### config.mk
export PLATFORM = sky130hd
export DESIGN_NAME = jstk_spi_ctrl
export DESIGN_NICKNAME = d
export VERILOG_FILES = /design/src/rtl/jstk_pkg.sv /design/src/rtl/spi_byte_xfer.sv /design/src/rtl/jstk_spi_ctrl.sv
export SDC_FILE = /design/constraint.sdc
export NUM_CORES = 1
export LEC_CHECK = 0
export CAP_MARGIN = 20
export CORE_ASPECT_RATIO = 1.25
export CORE_MARGIN = 2
export CORE_UTILIZATION = 62
export DETAILED_ROUTE_END_ITERATION = 7
export HOLD_SLACK_MARGIN = 0.03
export PLACE_DENSITY = 0.85
export SLEW_MARGIN = 25
export SYNTH_ARGS = -nofsm -noshare
export SYNTH_HDL_FRONTEND = slang
export SYNTH_SLANG_ARGS = --single-unit
### constraint.sdc
create_clock -name CLK -period 2.7 [get_ports CLK]
set_clock_uncertainty 0.1 [all_clocks]
set_input_delay 0.27 -clock CLK [delete_from_list [all_inputs] [get_ports CLK]]
set_output_delay 0.27 -clock CLK [all_outputs]
set_load 0.005 [all_outputs]
### src/rtl/jstk_pkg.sv
// Shared types and constants for the PmodJSTK SPI controller.
package jstk_pkg;

  typedef enum logic [2:0] {
    IDLE,
    SETUP,
    XFER,
    GAP,
    DONE
  } state_t;

  localparam int unsigned NUM_BYTES     = 5;
  localparam logic [5:0]  CMD_PREFIX    = 6'b100000;

  localparam int unsigned SCLK_HALF_DEF = 50;
  localparam int unsigned SS_SETUP_DEF  = 1500;
  localparam int unsigned BYTE_GAP_DEF  = 1000;

  function automatic int unsigned cnt_width(input int unsigned a,
                                            input int unsigned b,
                                            input int unsigned c);
    int unsigned m;
    m = a;
    if (b > m) m = b;
    if (c > m) m = c;
    return $clog2(m) + 1;
  endfunction

endpackage

### src/rtl/spi_byte_xfer.sv
// One 8-bit SPI mode-0 exchange: SCLK idles low, MISO sampled on the rise,
// MOSI advanced on the fall, MSB first.
module spi_byte_xfer
  import jstk_pkg::*;
#(
  parameter int unsigned SCLK_HALF = SCLK_HALF_DEF
) (
  input  logic       CLK,
  input  logic       RST,
  input  logic       start,
  input  logic [7:0] tx_byte,
  input  logic       miso,
  output logic       sclk,
  output logic       mosi,
  output logic [7:0] rx_byte,
  output logic       done
);

  localparam int unsigned   CW        = $clog2(SCLK_HALF) + 1;
  localparam logic [CW-1:0] HALF_LAST = CW'(SCLK_HALF - 1);

  logic          active;
  logic [CW-1:0] cnt;
  logic [2:0]    bit_cnt;
  logic [7:0]    sh;
  logic          half_end;

  // done is combinational so the caller sees it on the same edge SCLK falls
  always_comb begin
    half_end = active && (cnt == HALF_LAST);
    done     = half_end && sclk && (bit_cnt == 3'd7);
  end

  always_ff @(posedge CLK) begin
    if (RST) begin
      active  <= 1'b0;
      cnt     <= '0;
      bit_cnt <= '0;
      sh      <= '0;
      sclk    <= 1'b0;
      mosi    <= 1'b0;
      rx_byte <= '0;
    end else if (start) begin
      active  <= 1'b1;
      cnt     <= '0;
      bit_cnt <= '0;
      sclk    <= 1'b0;
      mosi    <= tx_byte[7];
      sh      <= {tx_byte[6:0], 1'b0};
    end else if (active) begin
      if (half_end) begin
        cnt <= '0;
        if (!sclk) begin
          sclk    <= 1'b1;
          rx_byte <= {rx_byte[6:0], miso};
        end else begin
          sclk    <= 1'b0;
          bit_cnt <= bit_cnt + 3'd1;
          mosi    <= (bit_cnt == 3'd7) ? 1'b0 : sh[7];
          sh      <= {sh[6:0], 1'b0};
          if (bit_cnt == 3'd7) active <= 1'b0;
        end
      end else begin
        cnt <= cnt + 1'b1;
      end
    end
  end

endmodule

### src/rtl/jstk_spi_ctrl.sv
// PmodJSTK SPI master: one 5-byte exchange per SND_REC rising edge.
// Define JSTK_MISO_SYNC_EN to pass MISO through a 2-flop synchronizer.
module jstk_spi_ctrl
  import jstk_pkg::*;
#(
  parameter int unsigned SCLK_HALF = SCLK_HALF_DEF,
  parameter int unsigned SS_SETUP  = SS_SETUP_DEF,
  parameter int unsigned BYTE_GAP  = BYTE_GAP_DEF
) (
  input  logic       CLK,
  input  logic       RST,
  input  logic       SND_REC,
  input  logic [1:0] LED,
  input  logic       MISO,
  output logic       SS,
  output logic       SCLK,
  output logic       MOSI,
  output logic       BUSY,
  output logic [9:0] X_POS,
  output logic [9:0] Y_POS,
  output logic [2:0] BTNS,
  output logic       VALID
);

  localparam int unsigned   CW         = cnt_width(SS_SETUP, BYTE_GAP, SCLK_HALF);
  localparam logic [CW-1:0] SETUP_LAST = CW'(SS_SETUP - 1);
  localparam logic [CW-1:0] GAP_LAST   = CW'(BYTE_GAP - 1);
  localparam logic [2:0]    LAST_IDX   = 3'(NUM_BYTES - 1);

  state_t        state, state_n;
  logic          snd_q;
  logic          trigger;
  logic [CW-1:0] cnt;
  logic          setup_last, gap_last;
  logic [2:0]    idx;
  logic [7:0]    tx_byte;
  logic [7:0]    rx_byte;
  logic          byte_done;
  logic          start;
  logic          miso_s;
  logic [9:0]    x_stage, y_stage;

`ifdef JSTK_MISO_SYNC_EN
  logic [1:0] miso_sync;
  always_ff @(posedge CLK) begin
    if (RST) miso_sync <= '0;
    else     miso_sync <= {miso_sync[0], MISO};
  end
  assign miso_s = miso_sync[1];
`else
  assign miso_s = MISO;
`endif

  always_comb begin
    trigger    = SND_REC & ~snd_q;
    setup_last = (cnt == SETUP_LAST);
    gap_last   = (cnt == GAP_LAST);
  end

  always_ff @(posedge CLK) begin
    if (RST) state <= IDLE;
    else     state <= state_n;
  end

  always_comb begin
    state_n = state;
    case (state)
      IDLE:    if (trigger) state_n = SETUP;
      SETUP:   if (setup_last) state_n = XFER;
      XFER:    if (byte_done) state_n = (idx == LAST_IDX) ? DONE : GAP;
      GAP:     if (gap_last) state_n = XFER;
      DONE:    state_n = IDLE;
      default: state_n = IDLE;
    endcase
  end

  always_comb begin
    SS    = 1'b1;
    BUSY  = 1'b0;
    VALID = 1'b0;
    start = 1'b0;
    case (state)
      SETUP: begin SS = 1'b0; BUSY = 1'b1; start = setup_last; end
      XFER:  begin SS = 1'b0; BUSY = 1'b1; end
      GAP:   begin SS = 1'b0; BUSY = 1'b1; start = gap_last; end
      DONE:  VALID = 1'b1;
      default: ;
    endcase
  end

  // Position halves are staged as each byte lands; results publish with byte 4
  always_ff @(posedge CLK) begin
    if (RST) begin
      snd_q   <= 1'b0;
      cnt     <= '0;
      idx     <= '0;
      tx_byte <= '0;
      x_stage <= '0;
      y_stage <= '0;
      X_POS   <= '0;
      Y_POS   <= '0;
      BTNS    <= '0;
    end else begin
      snd_q <= SND_REC;
      if ((state == SETUP && !setup_last) || (state == GAP && !gap_last))
        cnt <= cnt + 1'b1;
      else
        cnt <= '0;

      if (state == IDLE && trigger) begin
        tx_byte <= {CMD_PREFIX, LED};
        idx     <= '0;
      end

      if (state == XFER && byte_done) begin
        case (idx)
          3'd0:    x_stage[7:0] <= rx_byte;
          3'd1:    x_stage[9:8] <= rx_byte[1:0];
          3'd2:    y_stage[7:0] <= rx_byte;
          3'd3:    y_stage[9:8] <= rx_byte[1:0];
          default: begin
            X_POS <= x_stage;
            Y_POS <= y_stage;
            BTNS  <= rx_byte[2:0];
          end
        endcase
        if (idx != LAST_IDX) begin
          idx     <= idx + 3'd1;
          tx_byte <= '0;
        end
      end
    end
  end

  spi_byte_xfer #(
    .SCLK_HALF(SCLK_HALF)
  ) u_xfer (
    .CLK     (CLK),
    .RST     (RST),
    .start   (start),
    .tx_byte (tx_byte),
    .miso    (miso_s),
    .sclk    (SCLK),
    .mosi    (MOSI),
    .rx_byte (rx_byte),
    .done    (byte_done)
  );

endmodule
==> run_results.csv <==
group,metric,value,unit
worst_setup_path,worstPathArrival,2470,ps
sta,fmax,437,MHz
place,place_hpwl,5590,um
clock_network,post_cts_buffers,0,
sta,drv_slew,0,
floorplanning,core,0.00657,mm^2
final_layout,antenna_cells,0,
clock_network,cts_max_path_buffers,2,
final_layout,design_area,0.00480,mm^2
sta,worst_pin_slew,696,ps
yosys,ys.flop_type,"dfxtp_1",
yosys,synthesis.area,0.00423,mm^2
power,p_switching,0.000613,W
place,dp_cells,542,
worst_setup_path,cp_data_required_time,2890,ps
floorplanning,ios,34,
clock_network,clk_latency,370,ps
worst_setup_path,path_delay_family,"simple AND/OR/NAND/NOR gates",
power,p_leak,1.85,nW
yosys,yosys.cell_count.top_type,"dfxtp_1",
yosys,synth_top_area_share,46.4,%
yosys,synth-edff-count,0,
yosys,ys_seq_elements,98,
sta,setup_violations,0,
power,p_per_area,542,mW/mm^2
global_routing,track_usage,23.3,%
yosys,synthTopCellsByArea,"dfxtp_1, mux2i_1, a21oi_1",
clock_network,cts_max_level,3,
yosys,synthArstFlopShare,0,%
floorplanning,die_h,96.4,um
final_layout,drive_gt1_share,8.49,%
worst_setup_path,crit_buf_inv,0,
power,internal_power,0.00199,W
clock_network,hold_buffers,0,
global_routing,antenna_found_initial,0,
worst_setup_path,startpoint_type,"register",
power,power_switching_share,23.6,%
worst_setup_path,crit_slowest_cell,"nand4b_1",
drt,ant_nets,0,
worst_setup_path,cp_cell_sequence,"nor3b_1 -> nand4b_2 -> nand4b_1 -> mux2i_1",
floorplanning,fp-row-count,33,
place,place.gp.congestion,0.860,
power,p_clk_share,37.9,%
clock_network,clock_sinks,98,
drt,num_vias,3261,
worst_setup_path,crit_path_max_fanout,12,
sta,relSlewSlack,53.6,%
yosys,synth.avg_cell_area,9.60,um^2
global_routing,gr-total-overflow,0,
global_routing,grt_start_max_net_pins,37,
yosys,yosys-top-cells-count,"dfxtp_1, a21oi_1, mux2i_1",
yosys,synthDistinctLibCells,49,
worst_setup_path,path_class,"register to register",
global_routing,grt_pass1_wl,14000,um
yosys,syn-num-nets,457,
sta,min_period_over_period,84.7,%
drt,drt-total-wl,8090,um
power,power.share.sequential,56.6,%
worst_setup_path,crit_path_end_kind,"register",
yosys,yosysSeqAreaShare,46.4,%
clock_network,root_buffer,"clkbuf_8",
sta,min_period,2290,ps
drt,drc,0,
place,placed_area,0.00459,mm^2
clock_network,cts_tree,"built",
drt,drt-initial-drc-count,119,
power,ir_worst_vdd,0.398,mV
yosys,synthCells,441,
drt,routedWlPerCell,14.5,um
final_layout,areaGrowthSynthToFinish,13.5,%
worst_setup_path,cpPeakStageDelay,610,ps
final_layout,finalNonFillerCells,558,
floorplanning,die-area,0.00751,mm^2
sta,finalSetupTns,0,ps
drt,drt_pass1_iterations,4,
clock_network,cts_resized,0,
final_layout,nets,482,
clock_network,cts.clk_slew.worst_paths,100,ps
global_routing,grt_pass1_vias,3118,
final_layout,final_util,73.1,%
job,maxCapViolCount,0,
clock_network,cts_buffers,9,
min_path,min-delay-path-class,"primary input to register",
drt,via_per_inst,5.84,
sta,rsz0062_at_grt,"false",
outcome,outcome,"complete, no violations",
power,pwr-share-comb,5.5,%
yosys,yosysTopAreaCell,"dfxtp_1",
floorplanning,dieWidth,77.9,um
floorplanning,start_util,64.5,%
sta,hold_viol,0,
yosys,yosysWarnings,0,
sta,whs,278,ps
place,io_buffers,33,
## per-layer routing
metal,routed length (um),GRT usage [%],up-vias
li1,-,-,1621
met4,201,11.8,0
met2,4120,42.5,61
met3,215,3.10,16
met1,3550,26.7,1563
met5,0,0,-
## registers in the layout, indices dropped and copies added (netlist names), 7 cells and up
register	count
u_xfer.sh	7
x_stage	10
Y_POS	10
X_POS	10
tx_byte	8
u_xfer.cnt	7
cnt	12
y_stage	10
u_xfer.rx_byte	8
## final cells by class
type	instances	area (um^2)
multi-input combinational	306	2090
sequential	98	1960
fill	485	1760
tap	87	109
timing repair buffer	42	393
clock buffer	10	138
inverter	9	33.8
clock inverter	6	72.6
## worst reg2reg max path, cell delays in order (launching register included)
cell and delay, ps:
dfxtp_1 460, nor3b_1 390, nand4b_2 380, nand4b_1 620, mux2i_1 250
## logic make-up (layout without fill, tap and decap cells)
group,Yosys count,after routing,synth area share (%)
adder cells (fa/ha/maj),10,10,2.96
AO/OA/AOI/OAI,86,86,11.6
AND/OR/NAND/NOR,154,154,22.1
flip-flops,98,98,46.4
XOR/XNOR,17,17,3.52
buffers and inverters,37,67,4.26
multiplexers,39,39,9.25
## cells in the final DEF (no fill, tap or decap), types with 6 or more instances in the layout
| cell | instances |
|---|---|
| and2_1 | 6 |
| nand2_1 | 11 |
| a21oi_1 | 39 |
| nor4_1 | 7 |
| clkbuf_8 | 10 |
| ha_1 | 10 |
| nand4_1 | 7 |
| xnor2_1 | 7 |
| dfxtp_1 | 98 |
| clkdlybuf4s50_1 | 32 |
| a311oi_1 | 8 |
| nand2b_1 | 28 |
| buf_4 | 9 |
| nand3_1 | 34 |
| inv_1 | 9 |
| and3_1 | 6 |
| xor2_1 | 10 |
| o21ai_0 | 26 |
| nor3_1 | 12 |
| mux2i_1 | 38 |
| nor2_1 | 20 |
## through the flow
stage          total power [W]  setup WS (ps)
6_report               0.00260            413
5_1_grt                0.00269            253
4_1_cts                0.00262            433
3_5_place_dp           0.00165            457
3_3_place_gp           0.00164            512
2_1_floorplan          0.00160            940
## power groups by stage
stage               clock, W  combinational (W)  sequential (W)
finish              0.000987           0.000142         0.00147
global route         0.00106           0.000156         0.00148
detailed placement         0           0.000141         0.00151
floorplan                  0          0.0000998         0.00150
CTS                  0.00100           0.000143         0.00147
global placement           0           0.000136         0.00151
## worst paths after layout
check	slack [ps]	end	from	cells past startpoint
max reg2reg	410	u_xfer.rx_byte[2]$_SDFFE_PP0P_	cnt[5]$_SDFF_PP0_	4
min reg2reg	340	cnt[0]$_SDFF_PP0_	cnt[0]$_SDFF_PP0_	1
max	410	u_xfer.rx_byte[2]$_SDFFE_PP0P_	cnt[5]$_SDFF_PP0_	4
min	280	BTNS[2]$_SDFFE_PP0P_	RST	2
No activity file was read; power rests on OpenSTA's default activity.
